**src/rtl/bnn_layer_sequencer_if.sv**
```systemverilog
// ============================================================================
// Module   : bnn_layer_sequencer_if
// Brief    : Control/datapath bundle between a BNN layer sequencer and its
//            pixel/weight registers, popcount datapath and activation store.
// Revision : 1.0
// ============================================================================
`default_nettype none

interface bnn_layer_sequencer_if #(
  parameter int N_IN    = 784,
  parameter int CHUNK_W = 16,
  parameter int N_OUT   = 32
);
  localparam int NCHUNK = N_IN / CHUNK_W;
  localparam int ACC_W  = $clog2(N_IN + 1);
  localparam int PC_W   = $clog2(CHUNK_W + 1);
  localparam int CA_W   = (NCHUNK > 1) ? $clog2(NCHUNK) : 1;
  localparam int WA_W   = (N_OUT * NCHUNK > 1) ? $clog2(N_OUT * NCHUNK) : 1;
  localparam int NO_W   = (N_OUT > 1) ? $clog2(N_OUT) : 1;

  logic             start;
  logic [ACC_W-1:0] thresh;
  logic             rd_en;
  logic [CA_W-1:0]  chunk_addr;
  logic [WA_W-1:0]  w_addr;
  logic [PC_W-1:0]  pop_cnt;
  logic             out_we;
  logic [NO_W-1:0]  out_addr;
  logic             out_bit;
  logic             busy;
  logic             done;

  modport master (
    input  start, thresh, pop_cnt,
    output rd_en, chunk_addr, w_addr, out_we, out_addr, out_bit, busy, done
  );

  modport slave (
    output start, thresh, pop_cnt,
    input  rd_en, chunk_addr, w_addr, out_we, out_addr, out_bit, busy, done
  );
endinterface

`default_nettype wire

```
**src/rtl/bnn_layer_sequencer.sv**
```systemverilog
// ============================================================================
// Module   : bnn_layer_sequencer
// Brief    : Walks every output neuron over every input chunk of one binary
//            FC layer, accumulates XNOR-popcounts and writes threshold bits.
// Revision : 1.0
// ============================================================================
`default_nettype none

module bnn_layer_sequencer #(
  parameter int N_IN    = 784,
  parameter int CHUNK_W = 16,
  parameter int N_OUT   = 32
) (
  input  wire logic               clk,
  input  wire logic               rst_n,
  bnn_layer_sequencer_if.master   bus
);
  localparam int NCHUNK = N_IN / CHUNK_W;
  localparam int ACC_W  = $clog2(N_IN + 1);
  localparam int PC_W   = $clog2(CHUNK_W + 1);
  localparam int CA_W   = (NCHUNK > 1) ? $clog2(NCHUNK) : 1;
  localparam int WA_W   = (N_OUT * NCHUNK > 1) ? $clog2(N_OUT * NCHUNK) : 1;
  localparam int NO_W   = (N_OUT > 1) ? $clog2(N_OUT) : 1;

  localparam logic [CA_W-1:0] CHUNK_LAST  = CA_W'(NCHUNK - 1);
  localparam logic [NO_W-1:0] NEURON_LAST = NO_W'(N_OUT - 1);

  typedef enum logic [2:0] {
    S_IDLE     = 3'd0,
    S_RUN      = 3'd1,
    S_ACC_LAST = 3'd2,
    S_WRITE    = 3'd3,
    S_DONE     = 3'd4
  } state_t;

  state_t           r_state;
  state_t           w_state_nxt;
  logic [NO_W-1:0]  r_neuron;
  logic [NO_W-1:0]  w_neuron_nxt;
  logic [CA_W-1:0]  r_chunk;
  logic [CA_W-1:0]  w_chunk_nxt;
  logic [ACC_W-1:0] r_acc;
  logic             r_pv;
  logic             r_first_d;

  logic             w_rd_en;
  logic             w_out_we;
  logic             w_busy;
  logic             w_done;

  always_ff @(posedge clk or negedge rst_n) begin
    if (!rst_n) begin
      r_state <= S_IDLE;
    end else begin
      r_state <= w_state_nxt;
    end
  end

  always_comb begin
    w_state_nxt  = r_state;
    w_neuron_nxt = r_neuron;
    w_chunk_nxt  = r_chunk;
    w_rd_en      = 1'b0;
    w_out_we     = 1'b0;
    w_busy       = 1'b0;
    w_done       = 1'b0;
    case (r_state)
      S_IDLE: begin
        if (bus.start) begin
          w_state_nxt  = S_RUN;
          w_neuron_nxt = '0;
          w_chunk_nxt  = '0;
        end
      end
      S_RUN: begin
        w_rd_en = 1'b1;
        w_busy  = 1'b1;
        if (r_chunk == CHUNK_LAST) begin
          w_chunk_nxt = '0;
          w_state_nxt = S_ACC_LAST;
        end else begin
          w_chunk_nxt = r_chunk + CA_W'(1);
        end
      end
      S_ACC_LAST: begin
        w_busy      = 1'b1;
        w_state_nxt = S_WRITE;
      end
      S_WRITE: begin
        w_busy   = 1'b1;
        w_out_we = 1'b1;
        if (r_neuron == NEURON_LAST) begin
          w_state_nxt = S_DONE;
        end else begin
          w_neuron_nxt = r_neuron + NO_W'(1);
          w_state_nxt  = S_RUN;
        end
      end
      S_DONE: begin
        w_done      = 1'b1;
        w_state_nxt = S_IDLE;
      end
      default: begin
        w_state_nxt = S_IDLE;
      end
    endcase
  end

  // Pop counts arrive one cycle after the read; the first chunk of a neuron
  // overwrites acc so no separate clear cycle is spent between neurons.
  always_ff @(posedge clk or negedge rst_n) begin
    if (!rst_n) begin
      r_neuron  <= '0;
      r_chunk   <= '0;
      r_acc     <= '0;
      r_pv      <= 1'b0;
      r_first_d <= 1'b0;
    end else begin
      r_neuron  <= w_neuron_nxt;
      r_chunk   <= w_chunk_nxt;
      r_pv      <= w_rd_en;
      r_first_d <= w_rd_en && (r_chunk == '0);
      if (r_pv) begin
        r_acc <= r_first_d ? ACC_W'(bus.pop_cnt) : r_acc + ACC_W'(bus.pop_cnt);
      end
    end
  end

  assign bus.rd_en      = w_rd_en;
  assign bus.chunk_addr = w_rd_en ? r_chunk : '0;
  assign bus.w_addr     = w_rd_en ? (WA_W'(r_neuron) * WA_W'(NCHUNK) + WA_W'(r_chunk)) : '0;
  assign bus.out_we     = w_out_we;
  assign bus.out_addr   = w_out_we ? r_neuron : '0;
  assign bus.out_bit    = w_out_we && (r_acc >= bus.thresh);
  assign bus.busy       = w_busy;
  assign bus.done       = w_done;

endmodule

`default_nettype wire

```
**src/flat_wrapper.sv**
```systemverilog
// flat-port wrapper written by rule: the top's interface ports become plain ports
module bnn_layer_sequencer_flat 
#(
  parameter int N_IN    = 784,
  parameter int CHUNK_W = 16,
  parameter int N_OUT   = 32
)
  (clk, rst_n, bus_start, bus_thresh, bus_pop_cnt, bus_rd_en, bus_chunk_addr, bus_w_addr, bus_out_we, bus_out_addr, bus_out_bit, bus_busy, bus_done);
  bnn_layer_sequencer_if #(.N_IN(N_IN), .CHUNK_W(CHUNK_W), .N_OUT(N_OUT)) bus_i ();
  input  wire logic clk;
  input  wire logic rst_n;
  input wire logic [$bits(bus_i.start)-1:0] bus_start;
  input wire logic [$bits(bus_i.thresh)-1:0] bus_thresh;
  input wire logic [$bits(bus_i.pop_cnt)-1:0] bus_pop_cnt;
  output wire logic [$bits(bus_i.rd_en)-1:0] bus_rd_en;
  output wire logic [$bits(bus_i.chunk_addr)-1:0] bus_chunk_addr;
  output wire logic [$bits(bus_i.w_addr)-1:0] bus_w_addr;
  output wire logic [$bits(bus_i.out_we)-1:0] bus_out_we;
  output wire logic [$bits(bus_i.out_addr)-1:0] bus_out_addr;
  output wire logic [$bits(bus_i.out_bit)-1:0] bus_out_bit;
  output wire logic [$bits(bus_i.busy)-1:0] bus_busy;
  output wire logic [$bits(bus_i.done)-1:0] bus_done;
  assign bus_i.start = bus_start;
  assign bus_i.thresh = bus_thresh;
  assign bus_i.pop_cnt = bus_pop_cnt;
  assign bus_rd_en = bus_i.rd_en;
  assign bus_chunk_addr = bus_i.chunk_addr;
  assign bus_w_addr = bus_i.w_addr;
  assign bus_out_we = bus_i.out_we;
  assign bus_out_addr = bus_i.out_addr;
  assign bus_out_bit = bus_i.out_bit;
  assign bus_busy = bus_i.busy;
  assign bus_done = bus_i.done;
  bnn_layer_sequencer #(.N_IN(N_IN), .CHUNK_W(CHUNK_W), .N_OUT(N_OUT)) u_core (.clk(clk), .rst_n(rst_n), .bus(bus_i));
endmodule
```
**config.mk**
```make
export PLATFORM = sky130hd
export DESIGN_NAME = bnn_layer_sequencer_flat
export DESIGN_NICKNAME = d
export VERILOG_FILES = /design/src/rtl/bnn_layer_sequencer_if.sv /design/src/rtl/bnn_layer_sequencer.sv /design/src/flat_wrapper.sv
export SDC_FILE = /design/constraint.sdc
export NUM_CORES = 1
export LEC_CHECK = 0
export BUFFER_PORTS_ARGS = -buffer_cell sky130_fd_sc_hd__buf_2
export CORE_UTILIZATION = 40
export CTS_BUF_LIST = sky130_fd_sc_hd__clkbuf_8
export DETAILED_ROUTE_END_ITERATION = 8
export HOLD_SLACK_MARGIN = 0.05
export PLACE_DENSITY = 0.61
export SYNTH_ARGS = -nofsm -noshare
export SYNTH_HDL_FRONTEND = slang
export SYNTH_SLANG_ARGS = --single-unit
```
**constraint.sdc**
```tcl
create_clock -name clk -period 3.25 [get_ports clk]
set_input_delay 0.1625 -clock clk [delete_from_list [all_inputs] [get_ports clk]]
set_output_delay 0.1625 -clock clk [all_outputs]
set_load 0.02 [all_outputs]
```
==> summary.md <==
| Metric | Value |
|---|---|
| Status | `finished with violations` |
| Violated checks | `setup timing` |
| Syn Nets | `346` |
| Final Skew | `11.1 ps` |
| CP dominant cell by count | `o21a_1` |
| Pin count of the biggest net entering global routing | `27` |
| Routability cong. | `roughly 0.81` |
| Area after DPL | `0.00278 mm2` |
| Worst Tran Pin Value | `between 600 and 700 ps` |
| Row Count | `28` |
| N_diodes | `0` |
| Largest area contributor in the netlist | `dfrtp_1` |
| Slew headroom | `59.8%` |
| Synth top area share | `26.5%` |
| Synthesis-to-finish area growth | `21.0%` |
| NetSw | `about 1300 uW` |
| Filler cells | `550` |
| Dpl ws | `192 ps` |
| Clock buffer depth | `2` |
| RSZ-0062 raised after global routing | `true` |
| Iter 0 DRT Violations | `92` |
| DIE WIDTH | `80.4 um` |
| Via count | `2123` |
| CP max stage delay | `between 500 and 600 ps` |
| Reg clk slew, reported paths | `approximately 100 ps` |
| Core Footprint | `0.00592 mm2` |
| CTS root buffer | `clkbuf_8` |
| Number of antenna violations at the first check in global routing | `0` |
| First-pass GRT wire length | `8950 um` |
| Hold WC Path Type | `input pin to flip-flop` |
| Starting density of the core | `41.5%` |
| WP data required | `3090 ps` |
| H-Tree Depth | `1` |
| CP max FO | `4` |
| Sequential share of the synthesized area | `26.5%` |
| Num Clock Sinks | `26` |
| YS warnings | `0` |
| Post-synth ARST share | `100%` |
| Int Power | `1390 uW` |
| Reported max-cap violation count | `0` |
| Maximum VDD drop | `0.593 mV` |
| Fin area | `0.00297 mm2` |
| Setup crit start kind | `flip-flop` |
| Sw Share | `around half` |
| I/O pins | `45` |
| # setup viols final | `1` |
| Crit path DAT | `between 3000 and 4000 ps` |
| Max Freq | `0.305 GHz` |
| Port buffer count | `44` |
| Vias in the first global route | `2033` |
| Avg WL per Cell | `12.9 um` |
| Yosys reg bits | `26` |
| Avg Cell Area, Syn | `8.77 um2` |
| CP cell instances | `inv_2 > fa_1 > inv_2 > fa_2 > ha_4 > o21a_1 > o31a_1 > o21a_1 > o21a_1 > nor3_2 > buf_4` |
| CP max stage cell | `fa_1` |
| Fin nets | `399` |
| Die height | `between 80 and 90 um` |
| Crit end category | `primary output` |
| Detailed placer's ending HPWL | `4070 um` |
| DRT Pass-1 Iters | `4` |
| Crit share post-route | `101%` |
| Power per cell area | `901 mW/mm2` |
| GRT Resource Usage Total | `17.6%` |
| Post-synth cell types | `between 40 and 50` |
| Crit Path Class | `flip-flop to primary output` |
| Reg power frac | `24.6%` |
| Via-to-Cell Ratio | `5.22` |
| Final period demand of the worst path | `roughly 3300 ps` |
| DRC viols | `0` |
| DRT antenna net count | `0` |
| Comb pwr share | `65.2%` |
| DRT Wirelength | `about 5200 um` |
| Leakage | `0.00154 uW` |
| Clock share of power | `10.2%` |
| Number of flops mapped to enable cells by yosys | `0` |
| Synth Cell Area | `0.00246 mm2` |
| Final Max Slew Viols | `0` |
| Most used DFF post-synth | `dfrtp_1` |
| Share of cells above drive strength 1 | `~23%` |
| Total CTS buffers | `3` |
| Final hold violations | `0` |
| Synth area leaders | `dfrtp_1 26%, ha_1 22%, nor2_1 4.7%` |
| CTS tree | `yes` |
| Die Area | `0.00646 mm2` |
| GRT overflow | `0` |
| Mapped Cells | `280` |
| Final WS setup | `-28.8 ps` |
| Clk Latency, worst-skew pair | `280 ps` |
state kept, by name, summed over array words and instances, names as in the netlist:
register	cells
u_core.r_acc	10
u_core.r_chunk	6
u_core.r_neuron	5
u_core.r_state	3
u_core.r_first_d	1
u_core.r_pv	1
routing by layer:
| metal | global-route usage (%) | vias up | part of all wire, % |
|---|---|---|---|
| met3 | 2.39 | 4 | 2.7 |
| met2 | 32.6 | 37 | 50 |
| met4 | 2.86 | 0 | 0.82 |
| li1 | - | 1098 | - |
| met1 | 21.8 | 984 | 47 |
| met5 | 0 | - | 0 |
power groups by stage:
stage / clock network (uW) / logic [uW] / registers, uW
after global routing: 297 / 1990 / 693
after global placement: 0 / 1640 / 660
final: 273 / 1750 / 659
after floorplan: 0 / 1320 / 574
after detailed placement: 0 / 1680 / 664
after CTS: 282 / 1730 / 659
cells in the final DEF (no fill, tap or decap), types with 5 or more instances in the layout:
cell and instances:
nand2_1 10, mux2i_1 5, nor3_1 6, a211oi_1 7
nor2b_1 6, inv_1 26, buf_2 42, o21ai_0 14
xnor2_1 6, buf_4 13, nand4_1 5, nor2_1 31
dfrtp_1 26, ha_1 40, and2_1 15, a21oi_1 10
final cells by class:
cell class                      instances  area [um2]  area share (%)
Multi-Input combinational cell        217        1730            58.2
Sequential cell                        26         651            21.9
Timing Repair Buffer                   56         318            10.7
Inverter                               29         109            3.66
Tap cell                               75        93.8            3.16
Clock buffer                            3        41.3            1.39
Clock inverter                          1        30.0            1.01
path summary, 6_finish.rpt:
path                               startpoint                end  slack [ps]  cells past startpoint
setup / recovery           u_core.r_neuron[1]      bus_w_addr[8]         -30                     11
hold / removal                 bus_pop_cnt[0]    u_core.r_acc[0]         210                      3
setup reg to reg            u_core.r_state[2]  u_core.r_chunk[2]        1190                      5
hold reg to reg               u_core.r_acc[3]    u_core.r_acc[3]         560                      1
max in group asynchronous               rst_n   u_core.r_first_d        2430                      2
min in group asynchronous               rst_n        u_core.r_pv         420                      2
logic make-up after synthesis:
family	after synthesis	share of synthesized area [%]
AOI/OAI and AO/OA	64	17.3
and+or+nand+nor	89	18.5
adders and majority gates	48	25.7
xor gates and xnor gates	9	3.21
muxes	7	2.95
buffers and inverters	37	5.81
DFF	26	26.5
critical path: cells and delay by family, from the launching register on:
family                     cells  cell delay [ps]
AOI/OAI and AO/OA              4              680
and+or+nand+nor                1              190
adders and majority gates      3             1310
DFF                            1              380
buffers and inverters          3              280
metrics by stage:
stage | setup TNS (ps) | hold slack [ps] | total power, uW | utilization (%) | std cells
2_1_floorplan | 0 | -133 | 1890 | - | 280
3_3_place_gp | 0 | 204 | 2300 | 47.0 | 397
3_5_place_dp | 0 | 213 | 2340 | 47.0 | 397
4_1_cts | 0 | 205 | 2680 | 49.2 | 403
5_1_grt | -234 | 236 | 2980 | 50.2 | 407
6_report | -28.8 | 208 | 2680 | 50.2 | 407
Yosys cell counts, drive strengths merged (4+ instances only):
cell and instances:
ha 44, nor2 31, inv 29, dfrtp 26, o21ai 18, and2 15, a21oi 10, nand2 10
nor3 8, a211oi 7, nor2b 6, xnor2 6, buf 5, mux2i 5, nand4 5, a21o 4
fa 4
repair_timing:
item                                    CTS  global route
hold buffers                              1             0
endpoints found under the setup margin    2             2
endpoints found under the hold margin    26             0
pin swaps                                 3            10
resized for setup                         7             8
buffers inserted                          1             4
Note: power is estimated with default switching activity, not from simulation.
